--- src/rtl/hazard_ctrl.sv ---
// rtl/hazard_ctrl.sv - pipeline hazard, memory-wait and redirect sequencer for the 3-stage core
// Optional performance counters are enabled by defining HAZARD_PERF_CNT_EN.
`timescale 1ns/1ps

module hazard_ctrl #(
  parameter int MEM_TIMEOUT = 64,
  parameter int CNT_W       = 32
) (
  input  logic             clk,
  input  logic             rst,
  input  logic [31:0]      instr_de,
  input  logic [31:0]      instr_ex,
  input  logic             br_taken,
  input  logic             dmem_ack,
  output logic             forw_a,
  output logic             forw_b,
  output logic             stall_if,
  output logic             stall_de,
  output logic             flush_de,
  output logic             redirect,
  output logic             dmem_req,
  output logic             mem_err,
  output logic [CNT_W-1:0] stall_cnt,
  output logic [CNT_W-1:0] flush_cnt
);

  localparam logic [4:0] OP_LOAD   = 5'b00000;
  localparam logic [4:0] OP_STORE  = 5'b01000;
  localparam logic [4:0] OP_BRANCH = 5'b11000;
  localparam logic [4:0] OP_JAL    = 5'b11011;
  localparam logic [4:0] OP_JALR   = 5'b11001;
  localparam logic [4:0] OP_LUI    = 5'b01101;
  localparam logic [4:0] OP_AUIPC  = 5'b00101;
  localparam logic [4:0] OP_OP     = 5'b01100;

  // Counter only needs to reach MEM_TIMEOUT-1; it never wraps.
  localparam int              TMO_W    = (MEM_TIMEOUT > 2) ? $clog2(MEM_TIMEOUT) : 1;
  localparam logic [TMO_W-1:0] TMO_LAST = TMO_W'((MEM_TIMEOUT > 0) ? MEM_TIMEOUT - 1 : 0);

  typedef enum logic [1:0] {
    S_RUN      = 2'd0,
    S_MEM_WAIT = 2'd1,
    S_REDIRECT = 2'd2,
    S_ERROR    = 2'd3
  } state_t;

  state_t           state_q, state_d;
  logic [TMO_W-1:0] tmo_q, tmo_d;
  logic             mem_err_q, mem_err_d;

  logic [4:0] op_de, op_ex, rs1_de, rs2_de, rd_ex;
  logic       rs1_used, rs2_used, ex_writes, ex_fwd_ok;
  logic       fwd_a, fwd_b, load_use, mem_ex, taken_de;
  logic       sif_c, sde_c, fde_c, red_c, req_c;
  logic       unused_bits;

  assign op_de  = instr_de[6:2];
  assign op_ex  = instr_ex[6:2];
  assign rs1_de = instr_de[19:15];
  assign rs2_de = instr_de[24:20];
  assign rd_ex  = instr_ex[11:7];

  assign unused_bits = ^{instr_de[31:25], instr_de[14:7], instr_de[1:0],
                         instr_ex[31:12], instr_ex[1:0]};

  assign rs1_used  = !(op_de == OP_LUI || op_de == OP_AUIPC || op_de == OP_JAL);
  assign rs2_used  = (op_de == OP_OP) || (op_de == OP_STORE) || (op_de == OP_BRANCH);
  assign ex_writes = (rd_ex != 5'd0) && (op_ex != OP_STORE) && (op_ex != OP_BRANCH);
  // Loads and link results are not available on the ALU path in exec.
  assign ex_fwd_ok = (op_ex != OP_LOAD) && (op_ex != OP_JAL) && (op_ex != OP_JALR);

  assign fwd_a = ex_writes && ex_fwd_ok && rs1_used && (rd_ex == rs1_de);
  assign fwd_b = ex_writes && ex_fwd_ok && rs2_used && (rd_ex == rs2_de);

  assign load_use = (op_ex == OP_LOAD) && (rd_ex != 5'd0) &&
                    ((rs1_used && (rs1_de == rd_ex)) || (rs2_used && (rs2_de == rd_ex)));

  assign mem_ex   = (op_ex == OP_LOAD) || (op_ex == OP_STORE);
  assign taken_de = ((op_de == OP_BRANCH) && br_taken) || (op_de == OP_JAL) || (op_de == OP_JALR);

  // State, timeout counter and sticky fault registers.
  always_ff @(posedge clk) begin
    if (rst) begin
      state_q   <= S_RUN;
      tmo_q     <= '0;
      mem_err_q <= 1'b0;
    end else begin
      state_q   <= state_d;
      tmo_q     <= tmo_d;
      mem_err_q <= mem_err_d;
    end
  end

  // Next-state and stall/flush/redirect decisions in priority order.
  always_comb begin
    state_d   = state_q;
    tmo_d     = tmo_q;
    mem_err_d = mem_err_q;
    sif_c     = 1'b0;
    sde_c     = 1'b0;
    fde_c     = 1'b0;
    red_c     = 1'b0;
    req_c     = 1'b0;
    unique case (state_q)
      S_ERROR: begin
        sif_c = 1'b1;
        sde_c = 1'b1;
      end
      S_REDIRECT: begin
        // Exec now holds the transfer; the wrong-path decode instr is killed.
        red_c   = 1'b1;
        fde_c   = 1'b1;
        tmo_d   = '0;
        state_d = S_RUN;
      end
      default: begin
        if (mem_ex) begin
          req_c = 1'b1;
          if (!dmem_ack) begin
            sif_c = 1'b1;
            sde_c = 1'b1;
            if ((MEM_TIMEOUT != 0) && (tmo_q == TMO_LAST)) begin
              state_d   = S_ERROR;
              mem_err_d = 1'b1;
            end else begin
              state_d = S_MEM_WAIT;
              if (MEM_TIMEOUT != 0) tmo_d = tmo_q + TMO_W'(1);
            end
          end else if (load_use) begin
            // Bubble into exec; decode re-reads the regfile after writeback.
            sif_c   = 1'b1;
            fde_c   = 1'b1;
            tmo_d   = '0;
            state_d = S_RUN;
          end else begin
            tmo_d   = '0;
            state_d = taken_de ? S_REDIRECT : S_RUN;
          end
        end else begin
          tmo_d   = '0;
          state_d = taken_de ? S_REDIRECT : S_RUN;
        end
      end
    endcase
  end

  assign forw_a   = !rst && fwd_a;
  assign forw_b   = !rst && fwd_b;
  assign stall_if = !rst && sif_c;
  assign stall_de = !rst && sde_c;
  assign flush_de = !rst && fde_c;
  assign redirect = !rst && red_c;
  assign dmem_req = !rst && req_c;
  assign mem_err  = !rst && mem_err_q;

`ifdef HAZARD_PERF_CNT_EN
  logic [CNT_W-1:0] stall_cnt_q, stall_cnt_d, flush_cnt_q, flush_cnt_d;

  assign stall_cnt_d = (sif_c && (stall_cnt_q != '1)) ? stall_cnt_q + CNT_W'(1) : stall_cnt_q;
  assign flush_cnt_d = ((state_q == S_REDIRECT) && (flush_cnt_q != '1)) ?
                       flush_cnt_q + CNT_W'(1) : flush_cnt_q;

  // Saturating performance counters.
  always_ff @(posedge clk) begin
    if (rst) begin
      stall_cnt_q <= '0;
      flush_cnt_q <= '0;
    end else begin
      stall_cnt_q <= stall_cnt_d;
      flush_cnt_q <= flush_cnt_d;
    end
  end

  assign stall_cnt = rst ? '0 : stall_cnt_q;
  assign flush_cnt = rst ? '0 : flush_cnt_q;
`else
  assign stall_cnt = '0;
  assign flush_cnt = '0;
`endif

endmodule

--- config.mk ---
export PLATFORM = sky130hd
export DESIGN_NAME = hazard_ctrl
export DESIGN_NICKNAME = d
export VERILOG_FILES = /design/src/rtl/hazard_ctrl.sv
export SDC_FILE = /design/constraint.sdc
export NUM_CORES = 1
export LEC_CHECK = 0
export CORE_MARGIN = 2
export CORE_UTILIZATION = 28
export CTS_BUF_LIST = sky130_fd_sc_hd__clkbuf_8
export CTS_CLUSTER_SIZE = 14
export DETAILED_ROUTE_END_ITERATION = 8
export GPL_TIMING_DRIVEN = 0
export PLACE_DENSITY = 0.89
export SETUP_SLACK_MARGIN = 0.05
export SYNTH_ARGS = -nofsm -noshare
export SYNTH_HDL_FRONTEND = slang
export SYNTH_SLANG_ARGS = --single-unit
--- constraint.sdc ---
create_clock -name clk -period 2.5 [get_ports clk]
set_input_delay 0.5 -clock clk [delete_from_list [all_inputs] [get_ports clk]]
set_output_delay 0.5 -clock clk [all_outputs]
set_load 0.01 [all_outputs]
==> results of run 1 <==
-- cell families (layout without fill, tap and decap cells) --
| logic type | after synthesis | in the layout | synth area share |
|---|---|---|---|
| compound gates | 16 | 16 | 0.1048 |
| flops | 9 | 9 | 0.1509 |
| xor+xnor | 13 | 13 | 0.09539 |
| buf+inv | 70 | 114 | 0.4277 |
| mux | 1 | 1 | 0.008386 |
| other cells | 1 | 64 | 0.003142 |
| simple gates | 43 | 43 | 0.1992 |
| fa+ha+maj | 1 | 1 | 0.01048 |
-- flip-flops by register name, indices dropped and copies added, names as in the netlist --
signal and cells:
mem_err_q 1, state_q 2, tmo_q 6
-- cell type report --
| class | instances | area [um2] | share of cell area |
|---|---|---|---|
| clock inverters | 1 | 5.005 | 0.002553 |
| plain buffers | 64 | 480.5 | 0.2451 |
| well taps | 50 | 62.56 | 0.03191 |
| clock buffers | 3 | 41.29 | 0.02106 |
| flip-flops and latches | 9 | 180.2 | 0.09190 |
| repair buffers | 42 | 371.6 | 0.1895 |
| multi-input cells | 138 | 804.5 | 0.4103 |
| inverters | 4 | 15.01 | 0.007658 |
-- worst reg2reg max path, stage by stage (launching register included) --
cell,delay (ns)
dfxtp_1,0.36
ha_1,0.18
nand3_1,0.18
o41ai_4,0.59
nor3_1,0.16
xnor2_1,0.16
nor2_1,0.05
-- how the worst max path moves through the flow --
| stage | to | cells after the start |
|---|---|---|
| floorplan | stall_if | 6 |
| global placement | stall_if | 8 |
| detailed placement | stall_if | 8 |
| CTS | forw_b | 7 |
| global route | stall_if | 6 |
| finish | stall_if | 6 |
-- power by group --
group | internal, mW | leakage [nW] | switching [mW]
clock | 0.109 | 0.0255 | 0.0602
sequential | 0.145 | 0.0725 | 0.000785
combinational | 0.121 | 0.949 | 0.0944
total | 0.375 | 1.05 | 0.155
-- cells in the mapped netlist (2+ instances only) --
master	number	area share
a21oi_1	4	0.017
buf_4	64	0.40
dfxtp_1	9	0.15
inv_1	4	0.013
nand2_1	6	0.019
nand3_1	4	0.017
nor2_1	11	0.035
nor2b_1	3	0.016
nor3_1	3	0.013
o21ai_1	2	0.0084
o31a_1	2	0.015
or3_1	3	0.016
or4_1	2	0.013
xnor2_1	9	0.066
xor2_1	4	0.029
-- stage by stage --
| step | setup TNS, ns | utilization | hold WS, ns |
|---|---|---|---|
| after detailed placement | -4.474 | 0.4567 | 0.4622 |
| after CTS | 0 | 0.4776 | 0.4688 |
| final | 0 | 0.4832 | 0.4678 |
| after global placement | -4.408 | 0.4567 | 0.4457 |
| after floorplan | 0 | - | 0.4258 |
| after global routing | 0 | 0.4832 | 0.4920 |
-- metal layers --
metal	up-vias	share of wire
li1	599	-
met4	0	0.0054
met5	-	0
met2	55	0.55
met3	2	0.12
met1	469	0.33
-- timing repair --
item	4_1_cts	5_1_grt
gates resized for setup	52	10
endpoints found under the setup margin	7	8
buffers inserted	5	1
pin swaps	11	8
-- layout by cell type (no fill, tap or decap), types with 3 or more instances in the layout --
| cell | netlist | final |
|---|---|---|
| or3_1 | 3 | 3 |
| a21oi_1 | 4 | 4 |
| clkdlybuf4s50_1 | 0 | 14 |
| clkbuf_8 | 0 | 3 |
| nor2b_1 | 3 | 3 |
| clkdlybuf4s15_2 | 0 | 3 |
| nor3_1 | 3 | 3 |
| buf_4 | 64 | 70 |
| nand3_1 | 4 | 4 |
| inv_1 | 4 | 4 |
| nor2_1 | 11 | 9 |
| xor2_1 | 4 | 4 |
| nand2_1 | 6 | 6 |
| conb_1 | 1 | 64 |
| dfxtp_1 | 9 | 9 |
| dlygate4sd2_1 | 0 | 11 |
| buf_2 | 0 | 4 |
| xnor2_1 | 9 | 9 |
==> summary.txt, run 1 <==
Outcome
  – Status: finished clean

Timing
  – RSZ-0062 raised after global routing: true
  – Hold Fails Final Rpt: 0
  – Max Freq: about 410 MHz
  – # setup viols final: 0
  – Worst slew margin: 0.6263
  – Worst Skew: approximately 0.0006 ns
  – Max Slew Vio Count: 0
  – Tcrit/Tclk final: 0.9693
  – Final WS setup: approximately 0.077 ns
  – Post-route minimum period: 2.423 ns
  – Worst-Margin Slew: about 0.56 ns

Setup path
  – CP Buf/Inv Count: 2
  – Crit path arrival time: around 1.9 ns
  – Crit-path slowest cell: or4_4
  – CP Launch Type: primary input
  – CP Cell Sequence: clkdlybuf4s15_1 -> or4_4 -> or2_4 -> a21o_4 -> o31ai_4 -> buf_2
  – Reg2reg setup slack: roughly 0.7 ns
  – Cell class contributing the biggest share of worst-path delay: simple AND/OR/NAND/NOR gates
  – Setup crit start: instr_ex[4]
  – Crit path required time: about 2.0 ns
  – Max incr delay on CP: 0.53 ns
  – Crit end category: output port
  – RR Startpoint: tmo_q[0]
  – FF-to-FF path depth: 6
  – Crit path max fanout: 3
  – Crit path kind: in2out
  – Worst r2r dst: tmo_q[5]

Layout
  – Layout filler cell count: around 400
  – Post-Layout Cell Count: about 310
  – Synth-to-Final Area Change: 64.26%
  – Final instance area: ~2000 um2
  – Fin nets: about 330
  – Antenna Cells: 0
  – Share of cells above drive strength 1: 0.3678

Clock network
  – Longest Clk Path Bufs: 2
  – CTS tree: done
  – CTS sink count: 9
  – CTS Hold Buffers Added: 0
  – Root buffer cell: clkbuf_8
  – Clk slew on worst S/H paths: 0.05 ns
  – Clk Latency, worst-skew pair: 0.23 ns
  – CTS Buf Count: 3
  – H-tree depth: 1

Power and ir drop
  – Pleak: between 1 and 1.5 nW
  – PwrDens: between 200 and 300 nW/um2
  – Peak supply drop: 0.1045 mV
  – Total power draw: 0.5301 mW

Logic synthesis
  – Syn Inst Count: 154
  – Synth warn: 0
  – Cell area after synthesis: between 1000 and 1500 um2
  – Ys flop type: dfxtp_1
  – Post-synthesis sequential area ratio: 0.1509
  – Yosys cell types: 39
  – Post-synth EDFFs: 0
  – Seq cells post-synth: 9
  – Avg Inst Size Synth: roughly 7.8 um2
  – FFs w/ async S/R, synth: 0

Worst hold path
  – HP Class: reg2reg
  – Worst hold path depth: 2
  – Hold endpoint: mem_err_q
  – Min-Delay Startpoint: mem_err_q

Routing
  – Per-cell routed wire length: approximately 8.4 um
  – Iter 0 DRT Violations: 27
  – Vias/cell: between 3 and 4
  – Number of remaining DRC errors: 0
  – Antenna-violating nets left: 0
  – Final wirelength: ~2.6 mm
  – DR vias: approximately 1100
  – DR pass1 iterations: 4

Placed design
  – Dpl cells: 303
  – DP HPWL: 2.163 mm
  – Post-placement setup slack: -0.9804 ns
  – # port buffers: 36
  – RePlAce Congestion: slightly below 0.8
  – Placed cell area: between 1500 and 2000 um2

Flow run
  – Max cap viols: 0

Floorplan
  – Die height: 69.29 um
  – # IOs: between 100 and 150
  – Core area: 4058 um2
  – FP Rows: 23
  – Die ar.: roughly 4800 um2
  – Die width: just under 70 um
  – Starting Density: 0.2942

GRT
  – GR Util met1: 0.09482
  – Vias in the first global route: approximately 960
  – GRT busiest layer: met2
  – First-pass GRT wire length: 4.119 mm
  – Initial antenna violation count: 0
  – M2 GR Usage: 0.1998
  – Total GRT Usage: 0.1018
  – Grt met3 use: 0.04797
  – Largest net degree at the start of global routing: 9
  – Grt ovf: 0
(Power assumes the default switching activity.)
==> inputs of run 2 (changes only) <==
REMOVE_ABC_BUFFERS = 1   (was unset)
==> run 2 against run 1 <==
Die area stayed put. Critical endpoint unchanged. Sequential power about the same. Highest routed layer unchanged. Power shrank 16%. Clock power decreased by 4%. Largest power group is now the clock network. Fmax decreased by 0.84%. Combinational power fell by 36%. Critical path type unchanged.
==> summary.txt, run 2 (synthesis gave the netlist of run 1 again) <==
Layout
  – Antenna Cells: 0 (unchanged)
  – Synth-to-Final Area Change: 22.64% (was 64.26%)
  – Largest registers: tmo_q: 6 flops, state_q: 2 flops, mem_err_q: 1 flops (unchanged)
  – Final instance area: 1464 um2 (was 1961 um2)
  – Top reg by flops: tmo_q (unchanged)
  – Share of cells above drive strength 1: 0.1684 (was 0.3678)
  – Most frequent cells in the layout: conb_1, clkdlybuf4s50_1, xnor2_1, nor2_1, dfxtp_1 (was buf_4, conb_1, clkdlybuf4s50_1)
  – Fin nets: 266 (was 331)
  – Most common cell after layout, fill and taps aside: conb_1 (was buf_4)
  – Max reg flops: 6 (unchanged)
  – Post-Layout Cell Count: 246 (was 311)

Floorplan
  – Die height: 69.29 um (unchanged)
  – FP Rows: 23 (unchanged)
  – Starting Density: 0.2942 (unchanged)
  – # IOs: 140 (unchanged)
  – Die width: 69.29 um (unchanged)
  – Core area: 4058 um2 (unchanged)
  – Die ar.: 4801 um2 (unchanged)

Timing
  – Setup TNS: 0 ns (unchanged)
  – Tcrit/Tclk final: 0.9775 (was 0.9693)
  – Hold Fails Final Rpt: 0 (unchanged)
  – Post-route minimum period: 2.444 ns (was 2.423 ns)
  – Final WS setup: 0.05614 ns (was 0.07666 ns)
  – RSZ-0062 raised after global routing: true (unchanged)
  – # setup viols final: 0 (unchanged)
  – Worst slew margin: 0.6380 (was 0.6263)
  – Worst-Margin Slew: 0.5411 ns (was 0.5587 ns)
  – Max Freq: 409.2 MHz (was 412.7 MHz)
  – Hold WS: 0.4622 ns (was 0.4678 ns)
  – Max Slew Vio Count: 0 (unchanged)
  – Worst Skew: 0.001648 ns (was 0.0005825 ns)

Clock network
  – Clk slew on worst S/H paths: 0.04 ns (was 0.05 ns)
  – Longest Clk Path Bufs: 2 (unchanged)
  – H-tree depth: 1 (unchanged)
  – CTS Buf Count: 3 (unchanged)
  – CTS sink count: 9 (unchanged)
  – Root buffer cell: clkbuf_8 (unchanged)
  – Clk Latency, worst-skew pair: 0.23 ns (about the same)
  – CTS tree: done (unchanged)

GRT
  – Vias in the first global route: 852 (was 957)
  – Largest net degree at the start of global routing: 9 (unchanged)
  – Initial antenna violation count: 0 (unchanged)
  – First-pass GRT wire length: 3.926 mm (was 4.119 mm)
  – Grt ovf: 0 (unchanged)
  – Total GRT Usage: 0.1008 (was 0.1018)

Setup path
  – Setup crit start: instr_de[23] (was instr_ex[4])
  – Crit path kind: in2out (unchanged)
  – Crit end category: output port (unchanged)
  – Worst r2r dst: tmo_q[5] (unchanged)
  – RR Startpoint: tmo_q[0] (unchanged)
  – Reg2reg setup slack: 0.73 ns (was 0.71 ns)
  – FF-to-FF path depth: 6 (unchanged)
  – Crit path required time: 2.00 ns (about the same)
  – Crit path max fanout: 3 (unchanged)
  – Crit path arrival time: 1.94 ns (was 1.92 ns)
  – CP Launch Type: primary input (unchanged)

Routing
  – DR vias: 985 (was 1125)
  – Antenna-violating nets left: 0 (unchanged)
  – Number of remaining DRC errors: 0 (unchanged)
  – Per-cell routed wire length: 10.68 um (was 8.399 um)
  – Iter 0 DRT Violations: 23 (was 27)
  – Vias/cell: 4.004 (was 3.617)
  – DR pass1 iterations: 4 (unchanged)
  – Final wirelength: 2.628 mm (was 2.612 mm)

Worst hold path
  – Min-Delay Startpoint: mem_err_q (unchanged)
  – Hold endpoint: mem_err_q (unchanged)
  – HP Class: reg2reg (unchanged)
  – Worst hold path depth: 2 (unchanged)

Power and ir drop
  – Peak supply drop: 0.1712 mV (was 0.1045 mV)
  – Pleak: 0.7383 nW (was 1.047 nW)
  – PwrDens: 304.5 nW/um2 (was 270.4 nW/um2)

Placed design
  – # port buffers: 36 (unchanged)
  – Dpl cells: 237 (was 303)
  – DP HPWL: 2.008 mm (was 2.163 mm)
  – Placed cell area: 1358 um2 (was 1853 um2)
  – RePlAce Congestion: 0.7437 (was 0.7834)
  – Post-placement setup slack: -0.7674 ns (was -0.9804 ns)

Outcome
  – Status: finished clean (unchanged)

Flow run
  – Max cap viols: 0 (unchanged)
[run 2: cell count changes in the layout (fill, tap and decap cells not counted), sizes merged]
| cell | change |
|---|---|
| dlygate4sd2 | -7 |
| dlymetal6s2s | +7 |
| inv | +1 |
| clkdlybuf4s50 | -3 |
| clkinv | -1 |
| clkbuf | +4 |
| buf | -66 |
[run 2: how the worst max path moves through the flow]
stage,to,slack (ns),cells after the start
floorplan,stall_if,0.32,4
detailed placement,stall_if,-0.77,6
global route,stall_if,0.04,6
finish,stall_if,0.06,6
global placement,stall_if,-0.74,6
CTS,stall_if,0.02,7
[run 2: repair_timing]
| action | 4_1_cts | 5_1_grt |
|---|---|---|
| buffers inserted | 4 | 1 |
| hold buffers | 0 | 0 |
| pin swaps | 8 | 12 |
| endpoints found under the setup margin | 7 | 7 |
| cloned | 0 | 0 |
| gates resized for setup | 46 | 22 |
[run 2: worst max-delay path: stages]
cell and delay (ns):
clkdlybuf4s50_1 0.47, xnor2_1 0.13, nand3_1 0.14, o31a_1 0.32, o31ai_4 0.22, buf_2 0.17
[run 2: layer usage]
layer | up-vias | GRT usage | share of wire
li1 | 466 | - | -
met1 | 447 | 0.09982 | 0.35
met2 | 66 | 0.1859 | 0.54
met3 | 6 | 0.04506 | 0.095
met4 | 0 | 0.03268 | 0.012
met5 | - | 0 | 0
[run 2: cell type report]
| cell class | instances | area (um2) |
|---|---|---|
| fill | 420 | 2594 |
| multi-input combinational | 138 | 792.0 |
| timing repair buffer | 41 | 369.1 |
| sequential | 9 | 180.2 |
| tap | 50 | 62.56 |
| clock buffer | 3 | 41.29 |
| inverter | 4 | 15.01 |
| clock inverter | 1 | 3.754 |
[run 2: metrics by stage]
stage | power [mW] | util
6_report | 0.4457 | 0.3608
4_1_cts | 0.4475 | 0.3558
3_5_place_dp | 0.2826 | 0.3346
3_3_place_gp | 0.2812 | 0.3346
2_1_floorplan | 0.2202 | -
5_1_grt | 0.4704 | 0.3608
[run 2: power by group]
part	switching, mW	internal (mW)	total [mW]
logic	0.0833	0.0545	0.138
clock network	0.0557	0.107	0.162
registers	0.000739	0.145	0.145
